===== src/rtl/ladybird_addr_router.sv =====
// ladybird_addr_router: decodes one upstream core request stream onto
// NUM_REGION downstream targets using a base/mask table. It flags each request
// as cacheable or not, and tracks accepted requests in order so that responses
// return upstream in issue order. Unmapped requests get a locally generated
// error response.
module ladybird_addr_router #(
  parameter int XLEN            = 32,
  parameter int NUM_REGION      = 6,
  parameter int MAX_OUTSTANDING = 4,
  parameter logic [NUM_REGION-1:0][XLEN-1:0] REGION_BASE = {
    32'h0000_0000, 32'h4000_0000, 32'h2000_0000,
    32'h1000_0000, 32'h8000_0000, 32'h0000_1000},
  parameter logic [NUM_REGION-1:0][XLEN-1:0] REGION_MASK = {
    32'hFFFF_0000, 32'hFFFF_0000, 32'hFFFF_0000,
    32'hFFFF_0000, 32'h8000_0000, 32'hFFFF_F000},
  parameter logic [NUM_REGION-1:0] REGION_CACHEABLE = 6'b000011,
  parameter logic [XLEN-1:0]       ERR_RDATA        = 32'h0000_0000
) (
  input  logic                           clk,
  input  logic                           nrst,
  input  logic                           req_valid,
  output logic                           req_ready,
  input  logic [XLEN-1:0]                req_addr,
  input  logic                           req_we,
  input  logic [XLEN-1:0]                req_wdata,
  input  logic [XLEN/8-1:0]              req_strb,
  output logic                           req_uncachable,
  output logic [NUM_REGION-1:0]          dn_valid,
  input  logic [NUM_REGION-1:0]          dn_ready,
  output logic [XLEN-1:0]                dn_addr,
  output logic                           dn_we,
  output logic [XLEN-1:0]                dn_wdata,
  output logic [XLEN/8-1:0]              dn_strb,
  input  logic [NUM_REGION-1:0]          dn_rvalid,
  output logic [NUM_REGION-1:0]          dn_rready,
  input  logic [NUM_REGION*XLEN-1:0]     dn_rdata,
  output logic                           resp_valid,
  input  logic                           resp_ready,
  output logic [XLEN-1:0]                resp_data,
  output logic                           resp_err,
  output logic [$clog2(MAX_OUTSTANDING):0] outstanding
);

  // Tag value NUM_REGION is reserved to mean "unmapped, answer with an error".
  localparam int TAG_W = $clog2(NUM_REGION + 1);
  localparam int PTR_W = $clog2(MAX_OUTSTANDING);
  localparam int CNT_W = PTR_W + 1;
  localparam logic [TAG_W-1:0] ERR_TAG = TAG_W'(NUM_REGION);

  logic [TAG_W-1:0]      tag_mem [MAX_OUTSTANDING];
  logic [PTR_W-1:0]      wr_ptr, rd_ptr;
  logic [CNT_W-1:0]      count;
  logic                  full, empty;
  logic                  dec_hit, dec_cache, dec_ready;
  logic [TAG_W-1:0]      dec_tag;
  logic [NUM_REGION-1:0] dec_onehot;
  logic [TAG_W-1:0]      head_tag;
  logic                  head_rvalid;
  logic [XLEN-1:0]       head_rdata;
  logic                  resp_free;
  logic                  push, map_pop, err_pop, pop;

  assign full      = (count == CNT_W'(MAX_OUTSTANDING));
  assign empty     = (count == '0);
  assign resp_free = ~resp_valid | resp_ready;

  // Priority decode: scanning from the top down lets the lowest matching index win.
  always_comb begin
    dec_hit    = 1'b0;
    dec_tag    = ERR_TAG;
    dec_cache  = 1'b0;
    dec_ready  = 1'b0;
    dec_onehot = '0;
    for (int i = NUM_REGION - 1; i >= 0; i--) begin
      if ((req_addr & REGION_MASK[i]) == REGION_BASE[i]) begin
        dec_hit       = 1'b1;
        dec_tag       = TAG_W'(i);
        dec_cache     = REGION_CACHEABLE[i];
        dec_ready     = dn_ready[i];
        dec_onehot    = '0;
        dec_onehot[i] = 1'b1;
      end
    end
  end

  assign req_uncachable = ~dec_cache;
  assign dn_valid       = (req_valid & ~full) ? dec_onehot : '0;
  assign req_ready      = ~full & (dec_hit ? dec_ready : 1'b1);
  assign push           = req_valid & req_ready;

  assign dn_addr  = req_addr;
  assign dn_we    = req_we;
  assign dn_wdata = req_wdata;
  assign dn_strb  = req_strb;

  // Only the region at the FIFO head is allowed to hand back a response.
  always_comb begin
    head_tag    = tag_mem[rd_ptr];
    head_rvalid = 1'b0;
    head_rdata  = '0;
    dn_rready   = '0;
    for (int i = 0; i < NUM_REGION; i++) begin
      if (head_tag == TAG_W'(i)) begin
        head_rvalid  = dn_rvalid[i];
        head_rdata   = dn_rdata[i*XLEN +: XLEN];
        dn_rready[i] = ~empty & resp_free;
      end
    end
  end

  assign map_pop = ~empty & (head_tag != ERR_TAG) & head_rvalid & resp_free;
  assign err_pop = ~empty & (head_tag == ERR_TAG) & resp_free;
  assign pop     = map_pop | err_pop;

  // In-order tag FIFO: the pointers wrap naturally because the depth is a power of two.
  always_ff @(posedge clk or negedge nrst) begin
    if (!nrst) begin
      wr_ptr <= '0;
      rd_ptr <= '0;
      count  <= '0;
      for (int i = 0; i < MAX_OUTSTANDING; i++) tag_mem[i] <= '0;
    end else begin
      if (push) begin
        tag_mem[wr_ptr] <= dec_tag;
        wr_ptr          <= wr_ptr + PTR_W'(1);
      end
      if (pop) rd_ptr <= rd_ptr + PTR_W'(1);
      case ({push, pop})
        2'b10:   count <= count + CNT_W'(1);
        2'b01:   count <= count - CNT_W'(1);
        default: count <= count;
      endcase
    end
  end

  // Response register: load on a pop, otherwise hold until upstream takes it.
  always_ff @(posedge clk or negedge nrst) begin
    if (!nrst) begin
      resp_valid <= 1'b0;
      resp_data  <= '0;
      resp_err   <= 1'b0;
    end else if (pop) begin
      resp_valid <= 1'b1;
      resp_data  <= err_pop ? ERR_RDATA : head_rdata;
      resp_err   <= err_pop;
    end else if (resp_ready) begin
      resp_valid <= 1'b0;
    end
  end

  assign outstanding = count;

endmodule


===== config.mk =====
export PLATFORM = sky130hd
export DESIGN_NAME = ladybird_addr_router
export DESIGN_NICKNAME = d
export VERILOG_FILES = /design/src/rtl/ladybird_addr_router.sv
export SDC_FILE = /design/constraint.sdc
export NUM_CORES = 1
export LEC_CHECK = 0
export ABC_CLOCK_PERIOD_IN_PS = 9400
export BUFFER_PORTS_ARGS = -buffer_cell sky130_fd_sc_hd__buf_2
export CORE_AREA = 2 2 152 154
export CTS_CLUSTER_SIZE = 28
export DETAILED_ROUTE_END_ITERATION = 12
export DIE_AREA = 0 0 154 156
export SYNTH_ARGS = -nofsm -noshare
export SYNTH_HDL_FRONTEND = slang
export SYNTH_SLANG_ARGS = --single-unit

===== constraint.sdc =====
create_clock -name clk -period 9.4 [get_ports clk]
set_clock_uncertainty 0.15 [all_clocks]
set_input_delay 1.88 -clock clk [delete_from_list [all_inputs] [get_ports clk]]
set_output_delay 1.88 -clock clk [all_outputs]
set_load 0.03 [all_outputs]

# Word level (Yosys, flattened, before mapping)

Cells that the tools add are included.

Mux-type cells: 56
Add/sub/neg operators: 4
Order comparisons: 3
Bitwise logic cells: 17
Reduce and logical (&&, ||, !) cells: 6
Equal/unequal tests: 14

Operators by type and width:

| cell                                                               | number |
|---|---|
| 32-bit 2-to-1 mux                                                  | 7 |
| 6-bit 2-to-1 mux                                                   | 7 |
| 32-bit zero test                                                   | 1 |
| 1-bit 2-to-1 mux                                                   | 29 |
| 3-bit 2-to-1 mux                                                   | 7 |
| 20-bit by 1-bit == test with 1-bit output (second input constant)  | 1 |
| 16-bit by 13-bit == test with 1-bit output (second input constant) | 1 |
| 16-bit by 14-bit == test with 1-bit output (second input constant) | 1 |
| 16-bit by 15-bit == test with 1-bit output (second input constant) | 1 |
| 12-bit bitwise mux                                                 | 1 |
| 3-bit == test (second input constant)                              | 4 |
| 1-bit bitwise AND                                                  | 9 |
| 3-bit binary-select mux with 2-bit select                          | 1 |
| 3-bit demux with 2-bit select                                      | 1 |
| 3-bit by 2-bit == test with 1-bit output (second input constant)   | 2 |
| 3-bit greater-or-equal comparator (second input constant)          | 2 |
| 3-bit zero test                                                    | 2 |
| 2-bit NOT with 3-bit output                                        | 2 |
| 3-bit one-hot mux with 2 select lines                              | 1 |
| 2-bit by 1-bit adder with 2-bit output (second input constant)     | 2 |
| 2-bit 2-to-1 mux                                                   | 2 |
| 1-bit NOT                                                          | 4 |
| 2-bit nonzero test                                                 | 2 |
| 3-bit by 1-bit adder with 3-bit output (second input constant)     | 1 |
| other kinds (8)                                                    | 9 |

Output and inout bits: 120
Register bits: 53
Bits of input ports: 277
Logic and storage cells: 110

# Depth between registers and ports, before layout

Depth after elaboration: 16
Mapped depth: 14
Mapped depth without buffers: 14

# Worst setup path after synthesis

No wires, ideal clock.

Kind: input to output
Start point: input req_addr[25]
End point: output dn_valid[5]
Cell stages on the path: 7
Data required time: 7370 ps
Path buffers: 0
Arrival: 3807 ps
Setup slack: 3563 ps
Cell sequence: nor4_1 > and4_1 > nand2_1 > nand2_1 > inv_1 > and2_1 > nor4b_1

Longest elaborated chain between the ends: 8
Elaborated cells on any way between the ends: 12
Those cells by class: eq/ne (4); mux (7); reduce/logical (1)

RTL lines:

| what                           | line | RTL |
|---|---|---|
| start: declaration             | 23   | `input logic [XLEN-1:0] req_addr,` |
| 32-bit zero test               | 75   | `if ((req_addr & REGION_MASK[i]) == REGION_BASE[i]) begin` |
| 6-bit 2-to-1 mux (5 in series) | 75   |  |
| 6-bit 2-to-1 mux (*)           | 75   |  |
| 6-bit 2-to-1 mux (*)           | 87   | `assign dn_valid = (req_valid & ~full) ? dec_onehot : '0;` |
| end: declaration               | 28   | `output logic [NUM_REGION-1:0] dn_valid,` |

Mark *: on every way between the ends. The rest lies on a longest branch, timed or not.

# Worst setup path in the final report

Start point: input req_addr[13]
End point: output req_ready

Longest elaborated chain between the ends: 4
Elaborated cells on any way between the ends: 5
Those cells by class: eq/ne (1); mux (3); bitwise (1)

RTL lines:

| what                                          | line | RTL |
|---|---|---|
| 20-bit by 1-bit == test with 1-bit output (*) | 75   |  |
| 1-bit 2-to-1 mux                              | 75   |  |
| 1-bit 2-to-1 mux (*)                          | 88   | `assign req_ready = ~full & (dec_hit ? dec_ready : 1'b1);` |
| 1-bit bitwise AND (*)                         | 88   |  |
| end: declaration                              | 22   | `output logic req_ready,` |

Marks and branches as above.

==> impl_metrics.tcl <==
set metrics [dict create \
    status "completed" \
    cts_buffers 5 \
    synthesis.nets 819 \
    end_kind "primary output" \
    p_leak_nw 2.83 \
    setup_viol 0 \
    drt_iter0_markers 336 \
    placed_cells 1014 \
    place_area_sq_um 5760 \
    vias 4936 \
    final_cells 1022 \
    critPathMaxStageDelay_ns 0.54 \
    cap_violations 0 \
    grtUsageTotal 0.147 \
    finalHoldViolations 0 \
    first_pass_iters 5 \
    clockRootBuffer "clkbuf_16" \
    maxSlewViolCount 0 \
    initial_core_util 0.203 \
    core_area_sq_um 22400 \
    period_share 0.610 \
    ys_async_sr_fraction 1.00 \
    critPathMaxFanout 6 \
    grt_max_degree 55 \
    ant_nets 0 \
    grt_pass1_vias 4716 \
    path_clk_slew_ns 0.08 \
    synth_edf_count 0 \
    wl_microns 18600 \
    area_growth_pct 30.5 \
    fmax_mhz 174 \
    cts.sinks 53 \
    synth_seq_cells 53 \
    synth.yosys.seq_area_share 0.292 \
    avgSynthCellArea_sq_um 8.49 \
    crit_chain "buf_2, or4b_1, nor3_1, nand2_1, nand2_1, inv_1, a221oi_4, a21oi_1, buf_2" \
    post_cts_buffers 0 \
    ctsHtreeMaxLevel 2 \
    fp.dieW_microns 154 \
    die_h_microns 156 \
    clock_latency_ns 0.31 \
    synth.distinct_cells 46 \
    setup-tns-final_ns 0 \
    grt_pass1_wl_microns 27100 \
    period_minus_slack_ns 5.74 \
    drive_gt1_frac 0.463 \
    tightest_slew_ns 1.23 \
    synth_area_sq_um 4550 \
    detailedPlace.worstSlack_ns 3.66 \
    rsz0062_at_grt "no" \
    final_cell_mix "298 x buf_2, 69 x o21ai_0, 53 x dfrtp_1" \
    synth-main-ff-cell "dfrtp_1" \
    maxSlewHeadroom 0.179 \
    fin_ws_ns 3.66 \
    criticalPathCategory "in2out" \
    clockBufferDepth 2 \
    ctsResizeCount 0 \
    core.rowCount 55 \
    finalPower_mw 2.73 \
    port_buffers 298 \
    drcViolationCount 0 \
    vias_per_cell 4.83 \
    wl_per_cell_microns 18.2 \
    die_area_sq_um 24000 \
    antenna_found_initial 0 \
    fillers 2428 \
    ios 397 \
    hold_path.class "reg2reg" \
    start_kind "input pin" \
    dp_hpwl_microns 14300 \
    nets 1019 \
    stdcell_area_sq_um 5940 \
    ir_worst_vdd_uv 294 \
    hold_buffers 0 \
    ys_warn_count 0 \
    synthCells 536 \
    antenna_cells 0 \
    slowest_stage "or4b_1" \
    final_common_cell "buf_2" \
    gp_congestion 0.760 \
    cp.required_ns 7.37 \
    power_density_nw_per_um2 461 \
    grt-ovfl-total 0 \
    arrival_ns 3.71 \
    cts_tree "built" \
]
[flip-flops by register name, summed over array words and instances, names as in the netlist]
signal,flops
outstanding,3
rd_ptr,2
resp_data,32
resp_err,1
resp_valid,1
tag_mem,12
wr_ptr,2
[routing by layer]
layer	part of all wire	GRT usage	vias to the layer above
met4	0.030	0.0565	0
met3	0.062	0.0258	40
met1	0.42	0.182	2311
met5	0	0	-
met2	0.49	0.254	239
li1	-	-	2346
[where the power goes]
| part | total, mW | switching, mW | internal, mW |
|---|---|---|---|
| sequential | 0.439 | 0.0841 | 0.354 |
| clock | 0.220 | 0.0940 | 0.126 |
| combinational | 2.07 | 1.35 | 0.720 |
[cell families after synthesis]
family          Yosys count  share of synthesized area
mux                      42                      0.111
simple gates            119                      0.124
xor+xnor                  6                     0.0116
buf+inv                 128                      0.169
fa+ha+maj                 6                     0.0182
compound gates          182                      0.275
flops                    53                      0.292
[through the flow]
stage	hold slack, ns	utilization
after global placement	0.322	0.258
after detailed placement	0.325	0.258
after floorplan	0.342	-
after CTS	0.343	0.265
final	0.338	0.265
after global routing	0.384	0.265
[worst paths after layout]
check	slack, ns	start	end	cells after the start
max	3.66	req_addr[13]	req_ready	9
min reg2reg	0.34	resp_err	resp_err	1
max in group asynchronous	7.05	nrst	tag_mem[3]	2
max reg2reg	5.32	rd_ptr[0]	outstanding[2]	12
min	0.34	resp_err	resp_err	1
min in group asynchronous	1.57	nrst	resp_data[17]	2
[critical path: cells and delay by family]
family,cells,cell delay [ns]
AO/OA/AOI/OAI,2,0.46
buffers and inverters,3,0.38
AND/OR/NAND/NOR,4,0.99
[cell usage after synthesis (all sizes together), types with 3 or more instances]
library cell,count,area (sq um)
dfrtp,53,1330
nor2,35,131
nand2b,4,25.0
clkbuf,23,86.3
mux4,5,113
a221o,19,190
o211ai,11,82.6
o221ai,38,333
o31ai,3,22.5
o22ai,11,68.8
nand3,33,170
xor2,3,26.3
nor4,7,43.8
nor3,5,25.0
mux2i,20,200
ha,5,62.6
o21ai,75,375
nand2,25,93.8
inv,14,52.6
mux2,17,191
a21oi,15,75.1
buf,91,631
xnor2,3,26.3
[layout make-up]
cell class,instances,area [sq um],share of cell area
Multi-Input combinational cell,355,2470,0.416
Timing Repair Buffer,307,1560,0.263
Sequential cell,53,1330,0.223
Tap cell,285,357,0.0601
Clock buffer,5,125,0.0211
Inverter,14,52.6,0.00885
Clock inverter,3,46.3,0.00780
Note: power is estimated with default switching activity, not from simulation.
